### src/rtl/nios_mulx_sequencer_if.sv
// Request/response bus between a requester and the 32x32 multiply sequencer.
interface nios_mulx_sequencer_if;
    logic        req_valid;
    logic        req_ready;
    logic [31:0] req_a;
    logic [31:0] req_b;
    logic        req_a_signed;
    logic        req_b_signed;
    logic        rsp_valid;
    logic        rsp_ready;
    logic [63:0] rsp_result;

    // Requester side
    modport master (
        output req_valid, req_a, req_b, req_a_signed, req_b_signed, rsp_ready,
        input  req_ready, rsp_valid, rsp_result
    );

    // Sequencer side
    modport slave (
        input  req_valid, req_a, req_b, req_a_signed, req_b_signed, rsp_ready,
        output req_ready, rsp_valid, rsp_result
    );
endinterface

### src/rtl/nios_mulx_sequencer.sv
// 32x32 -> 64 multiply built from one registered 16x16 unsigned multiplier.
// Partial products LL, LH, HL, HH are issued one per cycle, accumulated one
// cycle later, then a fix-up step applies two's complement sign corrections.
// Optional feature macro: MULX_SEQ_EARLY_OUT_EN -- operands whose upper
// halves are both zero finish after the LL product only.
module nios_mulx_sequencer (
    input  logic                  clk,
    input  logic                  reset_n,
    nios_mulx_sequencer_if.slave  bus
);
    localparam int unsigned DATA_W = 32;
    localparam int unsigned HALF_W = 16;
    localparam int unsigned PROD_W = 32;
    localparam int unsigned ACC_W  = 64;
    localparam int unsigned IDX_W  = 2;

    typedef enum logic [2:0] {
        S_IDLE  = 3'd0,
        S_ISSUE = 3'd1,
        S_DRAIN = 3'd2,
        S_FIX   = 3'd3,
        S_DONE  = 3'd4
    } state_t;

    state_t              r_state;
    state_t              w_state_next;

    logic [DATA_W-1:0]   r_a;
    logic [DATA_W-1:0]   r_b;
    logic                r_a_signed;
    logic                r_b_signed;
    logic                r_early;
    logic [IDX_W-1:0]    r_issue_idx;
    logic [PROD_W-1:0]   r_prod;
    logic                r_prod_vld;
    logic [IDX_W-1:0]    r_prod_idx;
    logic [ACC_W-1:0]    r_acc;
    logic                r_req_ready;
    logic                r_rsp_valid;
    logic [ACC_W-1:0]    r_rsp_result;

    logic                w_accept;
    logic                w_issue;
    logic                w_load_result;
    logic                w_use_fix;
    logic                w_early;
    logic [HALF_W-1:0]   w_mul_a;
    logic [HALF_W-1:0]   w_mul_b;
    logic [PROD_W-1:0]   w_mul_p;
    logic [ACC_W-1:0]    w_addend;
    logic [ACC_W-1:0]    w_acc_sum;
    logic [ACC_W-1:0]    w_corr_a;
    logic [ACC_W-1:0]    w_corr_b;
    logic [ACC_W-1:0]    w_fixed;

    assign bus.req_ready  = r_req_ready;
    assign bus.rsp_valid  = r_rsp_valid;
    assign bus.rsp_result = r_rsp_result;

`ifdef MULX_SEQ_EARLY_OUT_EN
    // Short path when both operands fit in 16 bits (no sign correction possible)
    assign w_early = (bus.req_a[DATA_W-1:HALF_W] == '0) &&
                     (bus.req_b[DATA_W-1:HALF_W] == '0);
`else
    assign w_early = 1'b0;
`endif

    // Operand half select: idx[1] picks the A half, idx[0] the B half (LL, LH, HL, HH)
    assign w_mul_a = r_issue_idx[1] ? r_a[DATA_W-1:HALF_W] : r_a[HALF_W-1:0];
    assign w_mul_b = r_issue_idx[0] ? r_b[DATA_W-1:HALF_W] : r_b[HALF_W-1:0];
    assign w_mul_p = PROD_W'(w_mul_a) * PROD_W'(w_mul_b);

    // Align the registered partial product by its position in the issue order
    always_comb begin
        w_addend = '0;
        case (r_prod_idx)
            2'd0:    w_addend = ACC_W'(r_prod);
            2'd1,
            2'd2:    w_addend = ACC_W'(r_prod) << HALF_W;
            default: w_addend = ACC_W'(r_prod) << DATA_W;
        endcase
    end

    assign w_acc_sum = r_acc + (r_prod_vld ? w_addend : '0);

    // Two's complement correction: a negative operand contributes -(other << 32)
    assign w_corr_a = (r_a_signed && r_a[DATA_W-1]) ? {r_b, 32'h0} : '0;
    assign w_corr_b = (r_b_signed && r_b[DATA_W-1]) ? {r_a, 32'h0} : '0;
    assign w_fixed  = r_acc - w_corr_a - w_corr_b;

    // Next-state and per-cycle control decode
    always_comb begin
        w_state_next  = r_state;
        w_accept      = 1'b0;
        w_issue       = 1'b0;
        w_load_result = 1'b0;
        w_use_fix     = 1'b0;
        case (r_state)
            S_IDLE: begin
                if (bus.req_valid && r_req_ready) begin
                    w_accept     = 1'b1;
                    w_state_next = S_ISSUE;
                end
            end
            S_ISSUE: begin
                w_issue = 1'b1;
                if (r_early || (r_issue_idx == 2'd3)) begin
                    w_state_next = S_DRAIN;
                end
            end
            S_DRAIN: begin
                if (r_early) begin
                    w_load_result = 1'b1;
                    w_state_next  = S_DONE;
                end else begin
                    w_state_next  = S_FIX;
                end
            end
            S_FIX: begin
                w_load_result = 1'b1;
                w_use_fix     = 1'b1;
                w_state_next  = S_DONE;
            end
            S_DONE: begin
                if (bus.rsp_ready) begin
                    w_state_next = S_IDLE;
                end
            end
            default: begin
                w_state_next = S_IDLE;
            end
        endcase
    end

    // State register
    always_ff @(posedge clk or negedge reset_n) begin
        if (!reset_n) begin
            r_state <= S_IDLE;
        end else begin
            r_state <= w_state_next;
        end
    end

    // Handshake outputs follow the state being entered
    always_ff @(posedge clk or negedge reset_n) begin
        if (!reset_n) begin
            r_req_ready <= 1'b0;
            r_rsp_valid <= 1'b0;
        end else begin
            r_req_ready <= (w_state_next == S_IDLE);
            r_rsp_valid <= (w_state_next == S_DONE);
        end
    end

    // Operand capture and issue sequencing
    always_ff @(posedge clk or negedge reset_n) begin
        if (!reset_n) begin
            r_a         <= '0;
            r_b         <= '0;
            r_a_signed  <= 1'b0;
            r_b_signed  <= 1'b0;
            r_early     <= 1'b0;
            r_issue_idx <= '0;
        end else if (w_accept) begin
            r_a         <= bus.req_a;
            r_b         <= bus.req_b;
            r_a_signed  <= bus.req_a_signed;
            r_b_signed  <= bus.req_b_signed;
            r_early     <= w_early;
            r_issue_idx <= '0;
        end else if (w_issue) begin
            r_issue_idx <= r_issue_idx + 2'd1;
        end
    end

    // Multiplier output register, tagged with which partial product it holds
    always_ff @(posedge clk or negedge reset_n) begin
        if (!reset_n) begin
            r_prod     <= '0;
            r_prod_vld <= 1'b0;
            r_prod_idx <= '0;
        end else begin
            r_prod_vld <= w_issue;
            if (w_issue) begin
                r_prod     <= w_mul_p;
                r_prod_idx <= r_issue_idx;
            end
        end
    end

    // Accumulator: cleared on acceptance, absorbs each product a cycle after issue
    always_ff @(posedge clk or negedge reset_n) begin
        if (!reset_n) begin
            r_acc <= '0;
        end else if (w_accept) begin
            r_acc <= '0;
        end else if (r_prod_vld) begin
            r_acc <= w_acc_sum;
        end
    end

    // Result register holds the last completed product between operations
    always_ff @(posedge clk or negedge reset_n) begin
        if (!reset_n) begin
            r_rsp_result <= '0;
        end else if (w_load_result) begin
            r_rsp_result <= w_use_fix ? w_fixed : w_acc_sum;
        end
    end

endmodule

### src/flat_wrapper.sv
// flat-port wrapper written by rule: the top's interface ports become plain ports
module nios_mulx_sequencer_flat 
  (clk, reset_n, bus_req_valid, bus_req_a, bus_req_b, bus_req_a_signed, bus_req_b_signed, bus_rsp_ready, bus_req_ready, bus_rsp_valid, bus_rsp_result);
  nios_mulx_sequencer_if bus_i ();
  input  logic clk;
  input  logic reset_n;
  input wire logic [$bits(bus_i.req_valid)-1:0] bus_req_valid;
  input wire logic [$bits(bus_i.req_a)-1:0] bus_req_a;
  input wire logic [$bits(bus_i.req_b)-1:0] bus_req_b;
  input wire logic [$bits(bus_i.req_a_signed)-1:0] bus_req_a_signed;
  input wire logic [$bits(bus_i.req_b_signed)-1:0] bus_req_b_signed;
  input wire logic [$bits(bus_i.rsp_ready)-1:0] bus_rsp_ready;
  output wire logic [$bits(bus_i.req_ready)-1:0] bus_req_ready;
  output wire logic [$bits(bus_i.rsp_valid)-1:0] bus_rsp_valid;
  output wire logic [$bits(bus_i.rsp_result)-1:0] bus_rsp_result;
  assign bus_i.req_valid = bus_req_valid;
  assign bus_i.req_a = bus_req_a;
  assign bus_i.req_b = bus_req_b;
  assign bus_i.req_a_signed = bus_req_a_signed;
  assign bus_i.req_b_signed = bus_req_b_signed;
  assign bus_i.rsp_ready = bus_rsp_ready;
  assign bus_req_ready = bus_i.req_ready;
  assign bus_rsp_valid = bus_i.rsp_valid;
  assign bus_rsp_result = bus_i.rsp_result;
  nios_mulx_sequencer u_core (.clk(clk), .reset_n(reset_n), .bus(bus_i));
endmodule
### config.mk
export PLATFORM = sky130hd
export DESIGN_NAME = nios_mulx_sequencer_flat
export DESIGN_NICKNAME = d
export VERILOG_FILES = /design/src/rtl/nios_mulx_sequencer_if.sv /design/src/rtl/nios_mulx_sequencer.sv /design/src/flat_wrapper.sv
export SDC_FILE = /design/constraint.sdc
export NUM_CORES = 1
export LEC_CHECK = 0
export CORE_ASPECT_RATIO = 1.5
export CORE_MARGIN = 2
export CORE_UTILIZATION = 30
export DETAILED_ROUTE_END_ITERATION = 6
export GPL_ROUTABILITY_DRIVEN = 1
export SLEW_MARGIN = 20
export SYNTH_ARGS = -nofsm -noshare
export SYNTH_HDL_FRONTEND = slang
export SYNTH_SLANG_ARGS = --single-unit
### constraint.sdc
create_clock -name clk -period 12.65 [get_ports clk]
set_input_delay 2.53 -clock clk [delete_from_list [all_inputs] [get_ports clk]]
set_output_delay 2.53 -clock clk [all_outputs]
set_load 0.03 [all_outputs]
# Yosys cells after proc, flatten, opt, wreduce, memory -nomap -nowiden
# Index checks and enable logic that the tools add are counted.
totals:
  reg_bits: 236
classes:
  n_reduce_logical: 9
  n_eq_ne: 8
  addsub: 4
  mul: 1
  muxes: 19
op_table:
  columns: ["op", "count"]
  rows:
  - ["64-bit 2-to-1 mux", 6]
  - ["64-bit one-hot mux with 2 select lines", 1]
  - ["64-bit subtractor", 2]
  - ["64-bit adder", 1]
  - ["16-bit by 16-bit multiplier with 32-bit output", 1]
  - ["16-bit 2-to-1 mux", 2]
  - ["3-bit one-hot mux with 5 select lines", 1]
  - ["3-bit 2-to-1 mux", 3]
  - ["3-bit by 2-bit equality test with 1-bit output (second input constant)", 2]
  - ["3-bit equality test (second input constant)", 2]
  - ["3-bit logical NOT", 2]
  - ["2-bit equality test (second input constant)", 2]
  - ["1-bit 2-to-1 mux", 4]
  - ["2-bit 2-to-1 mux", 2]
  - ["2-bit nonzero test", 2]
  - ["3-bit by 1-bit equality test with 1-bit output (second input constant)", 1]
  - ["1-bit logical AND", 3]
  - ["2-bit by 1-bit adder with 2-bit output (second input constant)", 1]
  - ["2-bit by 1-bit equality test with 1-bit output (second input constant)", 1]
  - ["2-bit logical NOT", 1]
  - ["2-bit OR reduction", 1]

# Depth between registers and ports, before layout
# Gate-level depths: netlist (run 1).
depth:
  word_depth: 7
  depth_mapped: 27
  mapped_depth_nobuf: 24

# Least setup slack after synthesis (run 1)
# No wires, ideal clock.
synth_timing:
  path_type: "reg-to-reg"
  startpoint: "reg u_core.r_issue_idx[1]"
  endpoint: "reg u_core.r_prod[31]"
  path_stages_with_launch: 27
  required_ns: 12.515
  path_slack_ns: 5.502
  arrival_time_ns: 7.013
  setup_time_ns: 0.135
  cell_sequence: "dfrtp_1 clkbuf_1 clkbuf_1 clkbuf_1 mux2i_1 nor2_1 fa_1 inv_1 fa_1 fa_1 inv_1 fa_1 fa_1 inv_1 fa_1 inv_1 ha_1 a21o_1 a21o_1 a21oi_1 o21a_1 o2bb2ai_1 o41ai_2 o21ai_0 a21oi_1 xnor2_1 o21ai_0"
synth_via:
  elab_chain_cells: 2
synth_rtl:
  columns: ["item", "line_no", "source"]
  rows:
  - ["start, declared", "nios_mulx_sequencer.sv:33", "logic [IDX_W-1:0] r_issue_idx;"]
  - ["start signal, assigned", "nios_mulx_sequencer.sv:172", "r_issue_idx <= r_issue_idx + 2'd1;"]
  - ["16-bit 2-to-1 mux", "nios_mulx_sequencer.sv:69", "assign w_mul_a = r_issue_idx[1] ? r_a[DATA_W-1:HALF_W] : r_a[HALF_W-1:0];"]
  - ["16-bit by 16-bit multiplier with 32-bit output", "nios_mulx_sequencer.sv:71", "assign w_mul_p = PROD_W'(w_mul_a) * PROD_W'(w_mul_b);"]
  - ["end signal, assigned", "nios_mulx_sequencer.sv:185", "r_prod <= w_mul_p;"]
  - ["end, declared", "nios_mulx_sequencer.sv:34", "logic [PROD_W-1:0] r_prod;"]
# Every way passes these cells.
# A chain may end at the register's enable or synchronous reset.

# Worst setup path after layout (run 1)
layout_timing:
  startpoint: "reg u_core.r_issue_idx[0]"
  endpoint: "reg u_core.r_prod[31]"
layout_via:
  elab_chain_cells: 2
layout_rtl:
  columns: ["item", "line_no", "source"]
  rows:
  - ["16-bit 2-to-1 mux", "nios_mulx_sequencer.sv:70", "assign w_mul_b = r_issue_idx[0] ? r_b[DATA_W-1:HALF_W] : r_b[HALF_W-1:0];"]
  - ["16-bit by 16-bit multiplier with 32-bit output", "nios_mulx_sequencer.sv:71", null]
# Every way passes these cells.

==> reports/results.tsv, run 1 <==
metric	value	unit
Residual DRC	0	
CP bufs+invs	5	
antenna viol nets, final	0	
Period Utilization, post-route	0.609	
drt first-iter violations	1423	
CTS resizes	0	
clk_lat worst skew	0.57	ns
Die ar.	83300	um^2
# port buffers	135	
Max Root-Sink Buffers	3	
Max Clk Rate	130	MHz
max-slew violation count	0	
unrepaired setup endpoints after global routing	no	
crit-path cells	buf_4 > mux2i_2 > nor2_1 > fa_1 > inv_1 > fa_1 > fa_1 > inv_1 > ha_1 > fa_1 > inv_1 > fa_1 > inv_1 > ha_1 > a211o_1 > a211oi_1 > o32ai_1 > o2bb2ai_1 > o41ai_2 > o21ai_0 > a21oi_1 > xnor2_1 > o21ai_0	
Mapped Area	24300	um^2
Largest delay share family, worst path	adder cells	
Fin. Hold Viols	0	
Mapped Nets	3265	
Yosys cell types	80	
row count	127	
sequential fraction of the synthesis area	0.243	
synth-to-layout area growth	13.2	%
EDFF count, synth	0	
clock sink count	236	
clock slew at reported path FFs	0.07	ns
n_diodes	0	
Top Ports	136	
CTS Buf Count	26	
Initial Utilization	0.303	
H-Tree Depth	1	
status	finished clean	
GRT Util Overall	0.194	
dominant synthesized flop cell	dfrtp_1	
largest net degree at the start of global routing	106	
Vias/cell	5.19	
die width	236	um
Die Ht	352	um
CTS root buf	clkbuf_16	
ranking of synthesized cells by area	dfrtp_1 (24%), fa_1 (19%), ha_1 (10%)	
first-pass GRT wire length	124	mm
Placeable Area	80100	um^2
FFs w/ async S/R, synth	1.00	
Critical Path Most Common Cell	fa_1	
nets@finish	3331	
drt pass-1 iters	5	
crit path launch type	flip-flop	
CTS Hold Bufs	0	
CTS tree	yes	
per-cell routed wire length	21.0	um
setup TNS	0	ns
worst path required time	13.06	ns
Hold Path Class	reg2reg	
share of cells above drive strength 1	0.0603	
CP Max Fanout	18	
max cap viols	0	
number of global-route vias before repair	20600	
Setup Viol. Count Final	0	
WL final	81.7	mm
via count	20200	
yosys warns	0	
Post-CTS Setup Bufs	0	
max incr delay on CP	0.92	ns
#FFs+latches synth	236	
post-detail-place hpwl	66.1	mm
Worst slew margin	0.259	
final worst path period need	7.70	ns
crit path max-delay cell type	mux2i_2	
grt total ovfl	0	
Crit path arrival time	8.11	ns
post-synth top area share	0.243	
Crit Path Class	reg2reg	
Syn Inst Count	2767	
mean post-synth cell area	8.78	um^2
Tightest Pin Transition	1.08	ns
post-synth top area cell	dfrtp_1	
r2r setup slk	4.95	ns
final worst clock skew	0.0207	ns
GPL Wtd Cong	0.959	
CP Capture Type	flip-flop	
initial antenna violation count	0	
## final timing paths
check / startpoint / to / cells after the start
worst max-delay path: u_core.r_issue_idx[0] / u_core.r_prod[31] / 23
worst min-delay path: u_core.bus.rsp_result[1] / u_core.bus.rsp_result[1] / 2
worst max register to register: u_core.r_issue_idx[0] / u_core.r_prod[31] / 23
worst min register to register: u_core.bus.rsp_result[1] / u_core.bus.rsp_result[1] / 2
max in group asynchronous: reset_n / u_core.bus.rsp_result[50] / 2
min in group asynchronous: reset_n / u_core.bus.rsp_result[6] / 1
## per-layer routing
layer / vias to the layer above / global-route usage / share of wire
met5: - / 0 / 0
met4: 0 / 0.145 / 0.087
met3: 265 / 0.0184 / 0.045
met2: 687 / 0.349 / 0.51
met1: 9881 / 0.211 / 0.36
li1: 9318 / - / -
## layout make-up
| cell class | instances | area [um^2] |
|---|---|---|
| Fill cell | 8389 | 52600 |
| Inverter | 261 | 980 |
| Clock inverter | 16 | 196 |
| Tap cell | 1032 | 1290 |
| Sequential cell | 236 | 5910 |
| Multi-Input combinational cell | 2148 | 16900 |
| Timing Repair Buffer | 160 | 1550 |
| Clock buffer | 31 | 701 |
## Yosys cell counts (all sizes together) (32+ instances only)
cell type    n
xnor2       68
xor2        40
mux2        62
a21o        68
mux2i       77
a22o        32
dfrtp      236
nor2       231
inv        261
nand2      559
a21oi      118
ha         202
fa         226
and3        35
o21ai      115
nand3       32
clkbuf     101
## tightest hold or removal path: stages, from the launching register on
cell	delay (ns)
dfrtp_1	0.34
nand2_1	0.04
o21ai_0	0.06
## sequential cells by signal, summed over array words and instances (netlist names)
register / cells
u_core.r_a: 32
u_core.r_prod: 32
u_core.r_acc: 64
u_core.r_a_signed: 1
u_core.r_issue_idx: 2
u_core.r_state: 3
u_core.r_prod_idx: 2
u_core.bus.req_ready: 1
u_core.r_b: 32
u_core.r_prod_vld: 1
u_core.bus.rsp_result: 64
u_core.r_b_signed: 1
u_core.bus.rsp_valid: 1
## cells by family (layout without fill, tap and decap cells)
group	count (synthesis)	in the layout	synth area share
AND/OR/NAND/NOR	997	997	0.175
flip-flops	236	236	0.243
adder cells (fa/ha/maj)	428	428	0.290
AO/OA/AOI/OAI	476	476	0.128
XOR/XNOR	108	108	0.0389
multiplexers	139	139	0.0605
buffers and inverters	383	468	0.0639
## placed cells by master (no fill, tap or decap), drive strengths merged, types with 7 or more instances in the layout
cell / count
xnor2: 68
nand3: 32
a31oi: 21
o21ai: 115
and2: 27
or2: 8
nor2b: 10
mux2: 62
o31ai: 14
dfrtp: 236
a21oi: 118
nor3: 23
clkbuf: 31
a211oi: 14
o211ai: 11
nor2: 231
a41oi: 7
clkdlybuf4s50: 134
and3: 35
ha: 202
o21bai: 21
o21a: 11
nand2b: 19
xor2: 40
nand2: 559
nor3b: 9
a22o: 32
a21o: 68
buf: 26
inv: 267
nand4: 19
mux2i: 77
fa: 226
## through the flow
step	cell area (um^2)	hold WS [ns]	util	cells	setup WS [ns]
2_1_floorplan	24300	0.462	-	2767	5.50
3_3_place_gp	26600	0.465	0.332	3836	5.10
3_5_place_dp	26600	0.472	0.332	3837	5.04
4_1_cts	27500	0.487	0.343	3884	4.98
5_1_grt	27500	0.514	0.343	3884	4.46
6_report	27500	0.477	0.343	3884	4.95
Power of run 1 is left out: the tool's default activity adds up to more than one toggle a clock period on the data nets, which glitch-free logic cannot reach.
==> run 2: changes to the inputs <==
- clock period: 12.65 -> 7.55 ns (I/O delays scaled with it)
==> run 2 against run 1 <==
  * Critical path depth down 2
  * Worst hold slack better by 0.0038 ns
  * Clock-buffer cell count up 2
  * Sequential share of layout area down 0.097 points
  * Via count about the same
  * Utilization up 0.16 points
  * Non-clock buffer count up 24
  * Fmax up 9.9%
  * Die area unchanged
  * Clock skew up 0.0029 ns
  * Final cell count up 0.54%
  * Largest cell class unchanged
==> reports/results.tsv, run 2 (synthesized netlist as in run 1, its figures left out) <==
metric	value	unit	change
nets@finish	3354		+0.69%
CTS Buf Count	25		-3.8%
grt total ovfl	0		unchanged
GRT Util Overall	0.194		-0.000360
RR Startpoint	u_core.r_issue_idx[0]		
Max Root-Sink Buffers	3		unchanged
met3 wire len	3.81	mm	+2.7%
status	finished clean		
drt first-iter violations	1338		-6.0%
WL final	81.4	mm	-0.43%
Tightest Pin Transition	1.03	ns	-0.0461 ns
CP Max Fanout	18		unchanged
CP Capture Type	flip-flop		
largest net degree at the start of global routing	154		+45%
max cap viols	0		unchanged
Top Ports	136		unchanged
n_diodes	0		unchanged
final worst clock skew	0.0237	ns	+0.00293 ns
Critical Path Source	u_core.r_issue_idx[0]		
drt pass-1 iters	6		+1
initial antenna violation count	1		+1
# port buffers	135		unchanged
max-slew violation count	0		unchanged
Die Ht	352	um	unchanged
clock slew at reported path FFs	0.07	ns	about the same
Hold Path Class	reg2reg		
Initial Utilization	0.303		unchanged
crit path launch type	flip-flop		
row count	127		unchanged
Worst Hold Launch	u_core.bus.rsp_result[48]		
number of global-route vias before repair	20800		+0.78%
die width	236	um	unchanged
metal2 WL	42.4	mm	+1.4%
clock sink count	236		unchanged
Fin. Hold Viols	0		unchanged
antenna viol nets, final	0		unchanged
most frequent cells in the layout	nand2_1 (559), inv_1 (261), dfrtp_1 (235)		
CTS root buf	clkbuf_16		
WL met1	29.1	mm	about the same
synth-to-layout area growth	13.7	%	
R2R cell count	21		-8.7%
worst path required time	7.96	ns	-5.10 ns
Crit path arrival time	7.42	ns	-0.69 ns
share of cells above drive strength 1	0.0654		+0.00513
GPL Wtd Cong	0.964		+0.49%
CTS Hold Bufs	0		unchanged
first-pass GRT wire length	124	mm	+0.29%
unrepaired setup endpoints after global routing	no		
Die ar.	83300	um^2	unchanged
per-cell routed wire length	20.8	um	-0.96%
final worst path period need	7.01	ns	-0.693 ns
setup TNS	0	ns	unchanged
Vias/cell	5.16		-0.56%
Worst slew margin	0.311		+0.0513
most common cell after layout, fill and taps aside	nand2_1		
top routing layer used	met4		
Period Utilization, post-route	0.929		+0.320
via count	20100		-0.025%
H-Tree Depth	1		unchanged
Placeable Area	80100	um^2	unchanged
post-detail-place hpwl	66.1	mm	about the same
Max Clk Rate	143	MHz	+9.9%
CTS tree	yes		
clk_lat worst skew	0.57	ns	about the same
Hold Crit Depth	2		unchanged
CTS resizes	0		unchanged
Residual DRC	0		unchanged
Setup Viol. Count Final	0		unchanged
Post-CTS Setup Bufs	0		unchanged
Crit Path Class	reg2reg		
==> run 2: cell count changes in the layout (fill, tap and decap cells not counted), sizes merged <==
| cell | delta |
|---|---|
| clkinv | -2 |
| clkbuf | +2 |
| clkinvlp | +1 |
| buf | +24 |
| bufinv | -1 |
| inv | -3 |
==> run 2: final timing paths <==
check                                             to  slack, ns
setup / recovery                   u_core.r_prod[30]       0.54
hold / removal             u_core.bus.rsp_result[48]       0.48
setup reg to reg                   u_core.r_prod[30]       0.54
hold reg to reg            u_core.bus.rsp_result[48]       0.48
max in group asynchronous  u_core.bus.rsp_result[60]       5.24
min in group asynchronous   u_core.bus.rsp_result[5]       0.97
==> run 2: critical path, cell delays in order (launching register included) <==
cell	delay (ns)
dfrtp_1	0.47
buf_4	0.32
buf_4	0.26
mux2i_1	0.64
nor2_1	0.14
fa_1	0.55
fa_1	0.50
fa_1	0.56
fa_1	0.44
fa_1	0.49
inv_1	0.05
fa_1	0.47
inv_1	0.04
ha_1	0.34
a21o_1	0.20
nor3_1	0.13
nand3_1	0.10
a31oi_1	0.36
o31ai_1	0.18
a311oi_1	0.33
xor2_1	0.17
o21ai_0	0.09
==> run 2: per-layer routing <==
layer	global-route usage	vias to the layer above
met4	0.127	0
met1	0.210	9933
li1	-	9358
met3	0.0200	232
met5	0	-
met2	0.356	623
==> run 2: cell type report <==
class,count,area (um^2)
inverters,261,980
multi-input cells,2148,16800
flip-flops and latches,236,5910
fillers,8422,52500
clock buffers,33,706
repair buffers,184,1750
well taps,1032,1290
clock inverters,11,131
==> run 2: through the flow <==
stage / instances / instance area [um^2] / setup slack [ns] / hold WS (ns) / utilization
finish: 3905 / 27600 / 0.539 / 0.481 / 0.345
global route: 3905 / 27600 / 0.205 / 0.514 / 0.345
CTS: 3905 / 27600 / 0.596 / 0.495 / 0.345
detailed placement: 3861 / 26800 / 0.636 / 0.479 / 0.334
global placement: 3861 / 26800 / 0.743 / 0.466 / 0.334
floorplan: 2767 / 24300 / 0.402 / 0.462 / -
Power of run 2 is left out for the same reason.
